<file path="config.mk">
export PLATFORM = sky130hd
export DESIGN_NAME = fetch_stage_flat
export DESIGN_NICKNAME = d
export VERILOG_FILES = /design/src/rtl/fetch_stage_if.sv /design/src/rtl/fetch_stage.sv /design/src/flat_wrapper.sv
export SDC_FILE = /design/constraint.sdc
export NUM_CORES = 1
export LEC_CHECK = 0
export ABC_CLOCK_PERIOD_IN_PS = 12030
export CAP_MARGIN = 20
export CORE_MARGIN = 2
export CORE_UTILIZATION = 40
export CTS_BUF_LIST = sky130_fd_sc_hd__clkbuf_8
export DETAILED_ROUTE_END_ITERATION = 12
export PLACE_DENSITY = 0.79
export SYNTH_ARGS = -nofsm -noshare
export SYNTH_HDL_FRONTEND = slang
export SYNTH_SLANG_ARGS = --single-unit
</file>
<file path="constraint.sdc">
create_clock -name clk -period 12.03 [get_ports clk]
set_clock_uncertainty 0.15 [all_clocks]
set_input_delay 1.8045 -clock clk [delete_from_list [all_inputs] [get_ports clk]]
set_output_delay 1.8045 -clock clk [all_outputs]
set_load 0.02 [all_outputs]
</file>
<file path="src/rtl/fetch_stage_if.sv">
// Instruction-memory request/ready channel between the fetch stage
// (master) and the instruction memory (slave).
interface fetch_stage_if #(
  parameter int DATA_WIDTH = 32
);
  logic                  imem_req;
  logic [DATA_WIDTH-1:0] imem_addr;
  logic                  imem_ready;
  logic [DATA_WIDTH-1:0] imem_rdata;
  logic                  imem_waitF;

  modport master (
    output imem_req,
    output imem_addr,
    output imem_waitF,
    input  imem_ready,
    input  imem_rdata
  );

  modport slave (
    input  imem_req,
    input  imem_addr,
    input  imem_waitF,
    output imem_ready,
    output imem_rdata
  );
endinterface

</file>
<file path="src/rtl/fetch_stage.sv">
// IF stage with IF/ID register: owns the PC, runs the imem handshake,
// applies D-stage redirects and hazard-unit stalls.
module fetch_stage #(
  parameter int                    DATA_WIDTH = 32,
  parameter logic [DATA_WIDTH-1:0] RESET_PC   = '0,
  parameter int                    PC_INC     = 4
) (
  input  logic                  clk,
  input  logic                  reset,
  input  logic                  stallF,
  input  logic                  stallD,
  input  logic                  pcsrcD,
  input  logic [DATA_WIDTH-1:0] pcbranchD,
  input  logic                  jumpD,
  input  logic [DATA_WIDTH-1:0] pcjumpD,
  fetch_stage_if.master         imem,
  output logic [DATA_WIDTH-1:0] instrD,
  output logic [DATA_WIDTH-1:0] pcplus4D,
  output logic                  validD
);

  localparam logic [DATA_WIDTH-1:0] INC = DATA_WIDTH'(PC_INC);

  typedef enum logic [1:0] {
    FETCH,
    WAIT,
    WAIT_RD
  } state_t;

  state_t                state;
  logic [DATA_WIDTH-1:0] pcF;
  logic [DATA_WIDTH-1:0] pendTgt;
  logic [DATA_WIDTH-1:0] target;
  logic [DATA_WIDTH-1:0] pcNext;
  logic                  redirect;
  logic                  ready;

  assign ready    = imem.imem_ready;
  assign redirect = ~stallD & (jumpD | pcsrcD);
  assign target   = jumpD ? pcjumpD : pcbranchD;
  assign pcNext   = pcF + INC;

  assign imem.imem_req   = ~reset;
  assign imem.imem_addr  = pcF;
  assign imem.imem_waitF = imem.imem_req & ~ready;

  // pcF only moves on a ready cycle so the address is stable mid-request
  always_ff @(posedge clk or posedge reset) begin
    if (reset) begin
      state   <= FETCH;
      pcF     <= RESET_PC;
      pendTgt <= '0;
    end else begin
      unique case (state)
        FETCH, WAIT: begin
          if (ready) begin
            state <= FETCH;
            if (!stallF)
              pcF <= redirect ? target : pcNext;
          end else if (redirect) begin
            pendTgt <= target;
            state   <= WAIT_RD;
          end else begin
            state <= WAIT;
          end
        end
        WAIT_RD: begin
          if (ready) begin
            pcF   <= redirect ? target : pendTgt;
            state <= FETCH;
          end else if (redirect) begin
            pendTgt <= target;
          end
        end
        default: state <= FETCH;
      endcase
    end
  end

  // A ready while stallF holds re-requests the same word, so it is not loaded
  always_ff @(posedge clk or posedge reset) begin
    if (reset) begin
      instrD   <= '0;
      pcplus4D <= '0;
      validD   <= 1'b0;
    end else if (stallD) begin
      instrD   <= instrD;
      pcplus4D <= pcplus4D;
      validD   <= validD;
    end else if (redirect) begin
      instrD   <= '0;
      pcplus4D <= '0;
      validD   <= 1'b0;
    end else if (ready && state != WAIT_RD && !stallF) begin
      instrD   <= imem.imem_rdata;
      pcplus4D <= pcNext;
      validD   <= 1'b1;
    end else begin
      instrD   <= '0;
      pcplus4D <= '0;
      validD   <= 1'b0;
    end
  end

endmodule

</file>
<file path="src/flat_wrapper.sv">
// flat-port wrapper written by rule: the top's interface ports become plain ports
module fetch_stage_flat 
#(
  parameter int                    DATA_WIDTH = 32,
  parameter logic [DATA_WIDTH-1:0] RESET_PC   = '0,
  parameter int                    PC_INC     = 4
)
  (clk, reset, stallF, stallD, pcsrcD, pcbranchD, jumpD, pcjumpD, instrD, pcplus4D, validD, imem_imem_req, imem_imem_addr, imem_imem_waitF, imem_imem_ready, imem_imem_rdata);
  fetch_stage_if #(.DATA_WIDTH(DATA_WIDTH)) imem_i ();
  input  logic clk;
  input  logic reset;
  input  logic stallF;
  input  logic stallD;
  input  logic pcsrcD;
  input  logic [DATA_WIDTH-1:0] pcbranchD;
  input  logic jumpD;
  input  logic [DATA_WIDTH-1:0] pcjumpD;
  output logic [DATA_WIDTH-1:0] instrD;
  output logic [DATA_WIDTH-1:0] pcplus4D;
  output logic validD;
  output wire logic [$bits(imem_i.imem_req)-1:0] imem_imem_req;
  output wire logic [$bits(imem_i.imem_addr)-1:0] imem_imem_addr;
  output wire logic [$bits(imem_i.imem_waitF)-1:0] imem_imem_waitF;
  input wire logic [$bits(imem_i.imem_ready)-1:0] imem_imem_ready;
  input wire logic [$bits(imem_i.imem_rdata)-1:0] imem_imem_rdata;
  assign imem_imem_req = imem_i.imem_req;
  assign imem_imem_addr = imem_i.imem_addr;
  assign imem_imem_waitF = imem_i.imem_waitF;
  assign imem_i.imem_ready = imem_imem_ready;
  assign imem_i.imem_rdata = imem_imem_rdata;
  fetch_stage #(.DATA_WIDTH(DATA_WIDTH), .RESET_PC(RESET_PC), .PC_INC(PC_INC)) u_core (.clk(clk), .reset(reset), .stallF(stallF), .stallD(stallD), .pcsrcD(pcsrcD), .pcbranchD(pcbranchD), .jumpD(jumpD), .pcjumpD(pcjumpD), .imem(imem_i), .instrD(instrD), .pcplus4D(pcplus4D), .validD(validD));
endmodule
</file>
==> results of run 1 <==
[how the worst min path moves through the flow]
stage | to | cells past startpoint | slack, ps | from
finish | u_core.pendTgt[4] | 2 | 330 | u_core.pendTgt[4]
global route | u_core.pcplus4D[12] | 2 | 360 | u_core.pcplus4D[12]
CTS | u_core.pendTgt[11] | 2 | 330 | u_core.pendTgt[11]
detailed placement | u_core.pendTgt[11] | 2 | 310 | u_core.pendTgt[11]
global placement | u_core.pendTgt[11] | 2 | 300 | u_core.pendTgt[11]
floorplan | u_core.pendTgt[11] | 2 | 290 | u_core.pendTgt[11]
[cells by family (layout without fill, tap and decap cells)]
logic type	Yosys count	in the layout	share of synthesized area
XOR/XNOR	9	9	0.01153
multiplexers	71	71	0.1050
buffers and inverters	66	247	0.04136
AND/OR/NAND/NOR	247	247	0.1903
flip-flops	131	131	0.4795
adder cells (fa/ha/maj)	1	1	0.001830
AO/OA/AOI/OAI	165	165	0.1704
[routing by layer]
metal  vias up  wire length [um]  global-route usage
met5         -                 0                   0
met4         0               432             0.08129
met3        30              1466             0.05368
met2       250              8711              0.3308
met1      2885              9021              0.3121
li1       2923                 -                   -
[worst max-delay path: cells and delay by family]
| family | cells | cell delay, ps |
|---|---|---|
| buf+inv | 3 | 1500 |
[metrics by stage]
step           worst slack (ps)  cells  total power [mW]
3_5_place_dp               6733   1059            0.9106
5_1_grt                    6655   1091             1.413
2_1_floorplan              5464    690            0.7532
4_1_cts                    6734   1091             1.353
6_report                   6763   1091             1.345
3_3_place_gp               6722   1059            0.9032
[cell usage in the layout, fill, tap and decap left out, types with 5 or more instances in the layout]
| cell | instances |
|---|---|
| and2_1 | 6 |
| buf_4 | 9 |
| dfrtp_1 | 131 |
| xnor2_1 | 7 |
| nand3b_1 | 16 |
| clkinv_2 | 5 |
| nand2b_1 | 5 |
| o21ai_0 | 56 |
| and3_1 | 11 |
| or4_1 | 18 |
| clkdlybuf4s50_1 | 199 |
| o211ai_1 | 20 |
| nand2_1 | 84 |
| mux2_2 | 6 |
| nor3_1 | 15 |
| o31ai_1 | 5 |
| nor2_1 | 23 |
| nand3_1 | 24 |
| nor4_1 | 9 |
| and4_1 | 6 |
| a21oi_1 | 7 |
| clkbuf_8 | 22 |
| nand4_1 | 15 |
| a211oi_1 | 6 |
| mux2i_1 | 65 |
| a22o_1 | 38 |
| bufinv_16 | 5 |
[state kept, by name, indices dropped and copies added (netlist names)]
| name | cells |
|---|---|
| u_core.imem.imem_addr | 32 |
| u_core.instrD | 32 |
| u_core.pcplus4D | 32 |
| u_core.pendTgt | 32 |
| u_core.state | 2 |
| u_core.validD | 1 |
[layout make-up]
type / count / area share
Multi-Input combinational cell: 493 / 0.3497
Sequential cell: 131 / 0.3481
Timing Repair Buffer: 210 / 0.2197
Clock buffer: 22 / 0.03215
Tap cell: 220 / 0.02923
Clock inverter: 10 / 0.01860
Inverter: 5 / 0.002524
[power groups by stage]
stage               registers (mW)  clock network, mW  logic, mW
floorplan                    0.586                  0      0.167
global placement             0.574                  0      0.329
detailed placement           0.576                  0      0.335
CTS                          0.568              0.448      0.337
global route                 0.580              0.468      0.365
finish                       0.571              0.440      0.334
==> qor.yml, run 1 <==
power_leakage_nw: 3.947
clockRootBuffer: "clkbuf_8"
routed_via_density: 5.580
min_path_type: "flop to flop"
core_area_sq_um: 16640
synthToLayoutAreaGrowth_pct: 37.76
async_flop_share: 1.000
slew_violations: 0
syn-cell-area_sq_um: 6837
pwr-share-seq: 0.425
synth_fp_nets: 794
syn_avg_cell_area_sq_um: 9.908
crit_slowest_cell: "clkdlybuf4s50_1"
startpoint: "reset"
yosys_warnings: 0
numCtsBuffers: 17
die_h_um: 134.7
grt_pass1_wl_mm: 31.62
die-area_sq_um: 18150
rsz0062_at_grt: "false"
final_core_util: 0.5659
switching_share: 0.3087
finalHoldViolCount: 0
h-tree-depth: 4
yosys-top-cells-area: "dfrtp_1 (48%), mux2i_1 (9.5%), a22o_1 (4.9%)"
ios: 202
pwr-share-comb: 0.248
worstPathCellList: "clkdlybuf4s50_1, inv_6, clkdlybuf4s50_1"
layout.area.seq_sq_um: 3278
min_period_ps: 5267
synthCells: 690
clkPwrFrac: 0.327
place_congestion: 0.8298
cts_hold_buf: 0
r2r_slack_ps: 9150
crit_path_frequent_cell: "clkdlybuf4s50_1"
fin_tns_setup_ps: 0
final_area_sq_um: 9418
cp.required_ps: 10080
synth_seq_area_share: 0.4795
endpoint: "imem_imem_req"
finalNetCount: 962
drt_iter0_drc: 419
reg2reg_to: "u_core.pcplus4D[19]"
drive_gt1_frac: 0.06429
multi_input_area_sq_um: 3293
synth-edff-count: 0
finalSetupViolCount: 0
synth_cell_type_count: 56
cts_resized: 0
drt_wl_total_mm: 19.63
synth.largest_area_cell: "dfrtp_1"
cellPowerDensity_nw_per_um2: 142.8
drc_errors: 0
clk_latency_ps: 440
grt_pass1_vias: 5851
via_count: 6088
switchingPower_mw: 0.4152
critical_path_class: "input pin to output port"
grt_max_degree: 70
reg2reg_from: "u_core.state[1]"
max_cap_violations: 0
start_kind: "input pin"
antenna_found_initial: 0
placed_area_sq_um: 8940
port_buffers: 201
clock-sinks: 131
ys.flop_type: "dfrtp_1"
endpoint_kind: "output port"
grt_overflow_total: 0
postCtsSetupRepairBufs: 0
slowest_delay_ps: 680
status: "complete, no violations"
clk_path_buf_depth: 2
p_int_mw: 0.9295
drtAntennaViolNets: 0
synth.top_cells.by_count: "dfrtp_1 (131), nand2_1 (84), mux2i_1 (65), o21ai_0 (56), clkbuf_1 (40)"
tightest_slew_ps: 1057
start_util: 0.4108
max_freq_mhz: 189.9
slew_headroom: 0.2889
antenna_cells: 0
worstPathArrival_ps: 3310
tritoncts: "built"
die_w_um: 134.7
firstDrtPassIters: 5
nFillCells: 1442
post-synth-top-count-cell: "dfrtp_1"
num_rows: 47
dp_hpwl_mm: 13.80
fin_crit_sh: 0.4378
routedWlPerCell_um: 17.99
reg2regPathDepth: 5
synth_top_area_share: 0.4795
whs_ps: 329.2
critPathMaxFanout: 38
ys_ff_latch: 131
grt_usage: 0.2211
peakVddDrop_mv: 0.06997
clkTransAtPathRegs_ps: 80
(Power assumes the default switching activity.)
==> inputs of run 2 (changes only) <==
- ABC_CLOCK_PERIOD_IN_PS: 12030 -> 5400
- clock period: 12.03 -> 5.4 ns (I/O delays scaled with it)
==> qor.yml, run 2 (synthesized netlist as in run 1, its figures left out) <==
postCtsSetupRepairBufs: 0  # unchanged
worstPathArrival_ps: 2320  # was 3310 ps
critical_path_class: "input pin to output port"  # unchanged
pwr-share-seq: 0.461  # was 0.425
clk_latency_ps: 440  # about the same
cellPowerDensity_nw_per_um2: 297.2  # was 142.8 nW/um^2
cts_hold_buf: 0  # unchanged
routed_via_density: 5.686  # was 5.580
h-tree-depth: 4  # unchanged
critPathMaxFanout: 35  # was 38
finalSetupViolCount: 0  # unchanged
die-area_sq_um: 18150  # unchanged
p_int_mw: 1.848  # was 0.9295 mW
power_leakage_nw: 3.901  # was 3.947 nW
firstDrtPassIters: 5  # unchanged
fin_tns_setup_ps: 0  # unchanged
finalHoldViolCount: 0  # unchanged
min_period_ps: 3277
slew_headroom: 0.3714  # was 0.2889
clockRootBuffer: "clkbuf_8"  # unchanged
die_w_um: 134.7  # unchanged
antenna_found_initial: 0  # unchanged
final_common_cell: "clkdlybuf4s50_1"  # unchanged
crit_slowest_cell: "clkdlybuf4s50_1"  # unchanged
cp.required_ps: 4440  # was 10080 ps
grt_overflow_total: 0  # unchanged
drive_gt1_frac: 0.05754  # was 0.06429
drtAntennaViolNets: 0  # unchanged
synthToLayoutAreaGrowth_pct: 36.00  # was 37.76%
place_congestion: 0.8399  # was 0.8298
mostFrequentLayoutCells: "clkdlybuf4s50_1 (199), dfrtp_1 (131), nand2_1 (84)"  # unchanged
drt_iter0_drc: 371  # was 419
grt_usage: 0.2233  # was 0.2211
grt_pass1_vias: 6084  # was 5851
numCtsBuffers: 17  # unchanged
cp.depth: 3  # unchanged
min_path_type: "flop to flop"  # unchanged
fin_crit_sh: 0.6069
grt_max_degree: 61  # was 70
pwr-share-comb: 0.270  # was 0.248
reg2regPathDepth: 5  # unchanged
finalPower_mw: 2.763  # was 1.345 mW
peakVddDrop_mv: 0.1691  # was 0.06997 mV
drt_wl_total_mm: 19.82  # was 19.63 mm
clk_path_buf_depth: 2  # unchanged
crit_buf_inv: 3  # unchanged
layout.area.seq_sq_um: 3278  # unchanged
start_util: 0.4108  # unchanged
antenna_cells: 0  # unchanged
slew_violations: 0  # unchanged
multi_input_area_sq_um: 3293  # unchanged
clkTransAtPathRegs_ps: 70  # was 80 ps
finalNetCount: 962  # unchanged
cts_resized: 0  # unchanged
ios: 202  # unchanged
nFillCells: 1505  # was 1442
r2r_slack_ps: 2400  # was 9150 ps
grt_pass1_wl_mm: 31.99  # was 31.62 mm
tightest_slew_ps: 934.3  # was 1057 ps
dp_hpwl_mm: 14.01  # was 13.80 mm
routedWlPerCell_um: 18.20  # was 17.99 um
switching_share: 0.3313  # was 0.3087
port_buffers: 201  # unchanged
start_kind: "input pin"  # unchanged
max_cap_violations: 0  # unchanged
die_h_um: 134.7  # unchanged
rsz0062_at_grt: "false"  # unchanged
drc_errors: 0  # unchanged
clock-sinks: 131  # unchanged
cp_top_family: "buffers and inverters"  # unchanged
slowest_delay_ps: 680  # about the same
num_rows: 47  # unchanged
clkPwrFrac: 0.269  # was 0.327
switchingPower_mw: 0.9155  # was 0.4152 mW
endpoint_kind: "output port"  # unchanged
core_area_sq_um: 16640  # unchanged
via_count: 6192  # was 6088
crit_path_frequent_cell: "clkdlybuf4s50_1"  # unchanged
worstPathCellList: "clkdlybuf4s50_1, inv_6, clkdlybuf4s50_1"  # unchanged
status: "complete, no violations"  # unchanged
max_freq_mhz: 305.1
tritoncts: "built"  # unchanged
hold_depth: 2  # unchanged
==> run 2: changes by cell type in the layout (fill, tap and decap cells not counted) <==
cell / before / now
buf_12: 0 / 1
bufinv_16: 5 / 1
clkbuf_8: 22 / 20
inv_1: 4 / 8
buf_4: 9 / 8
==> run 2: per-layer routing <==
metal,GRT usage,share of wire
met1,0.3005,0.44
met2,0.3497,0.45
met3,0.06194,0.092
met4,0.07368,0.016
met5,0,0
==> run 2: cell type report <==
type	count	area share
Multi-Input combinational cell	493	0.3542
Sequential cell	131	0.3526
Timing Repair Buffer	210	0.2239
Clock buffer	20	0.02961
Tap cell	220	0.02961
Clock inverter	10	0.007536
Inverter	5	0.002557
==> run 2: tightest hold or removal path, cell delays in order (launching register included) <==
cell and delay [ps]:
dfrtp_1 340, nand2_1 40, o21ai_0 60
==> run 2: path summary, 6_finish.rpt <==
kind / from / to
min in group asynchronous: reset / u_core.pcplus4D[0]
max in group asynchronous: reset / u_core.imem.imem_addr[3]
max reg2reg: u_core.state[1] / u_core.imem.imem_addr[8]
min: u_core.pendTgt[5] / u_core.pendTgt[5]
min reg2reg: u_core.pendTgt[5] / u_core.pendTgt[5]
max: reset / imem_imem_req
==> run 2: through the flow <==
| stage | worst slack (ps) | hold slack [ps] | cells | area (sq um) | utilization |
|---|---|---|---|---|---|
| detailed placement | 1887 | 313.1 | 1059 | 8952 | 0.5379 |
| finish | 2123 | 329.2 | 1089 | 9298 | 0.5587 |
| global route | 2029 | 356.9 | 1089 | 9298 | 0.5587 |
| floorplan | 786.2 | 291.8 | 690 | 6837 | - |
| global placement | 1937 | 303.2 | 1059 | 8952 | 0.5379 |
| CTS | 2101 | 336.9 | 1089 | 9298 | 0.5587 |
==> run 2: power groups by stage <==
| stage | logic, mW | registers (mW) | clock network, mW |
|---|---|---|---|
| finish | 0.746 | 1.27 | 0.743 |
| floorplan | 0.372 | 1.31 | 0 |
| global placement | 0.733 | 1.28 | 0 |
| detailed placement | 0.745 | 1.29 | 0 |
| global route | 0.821 | 1.30 | 0.801 |
| CTS | 0.750 | 1.27 | 0.760 |
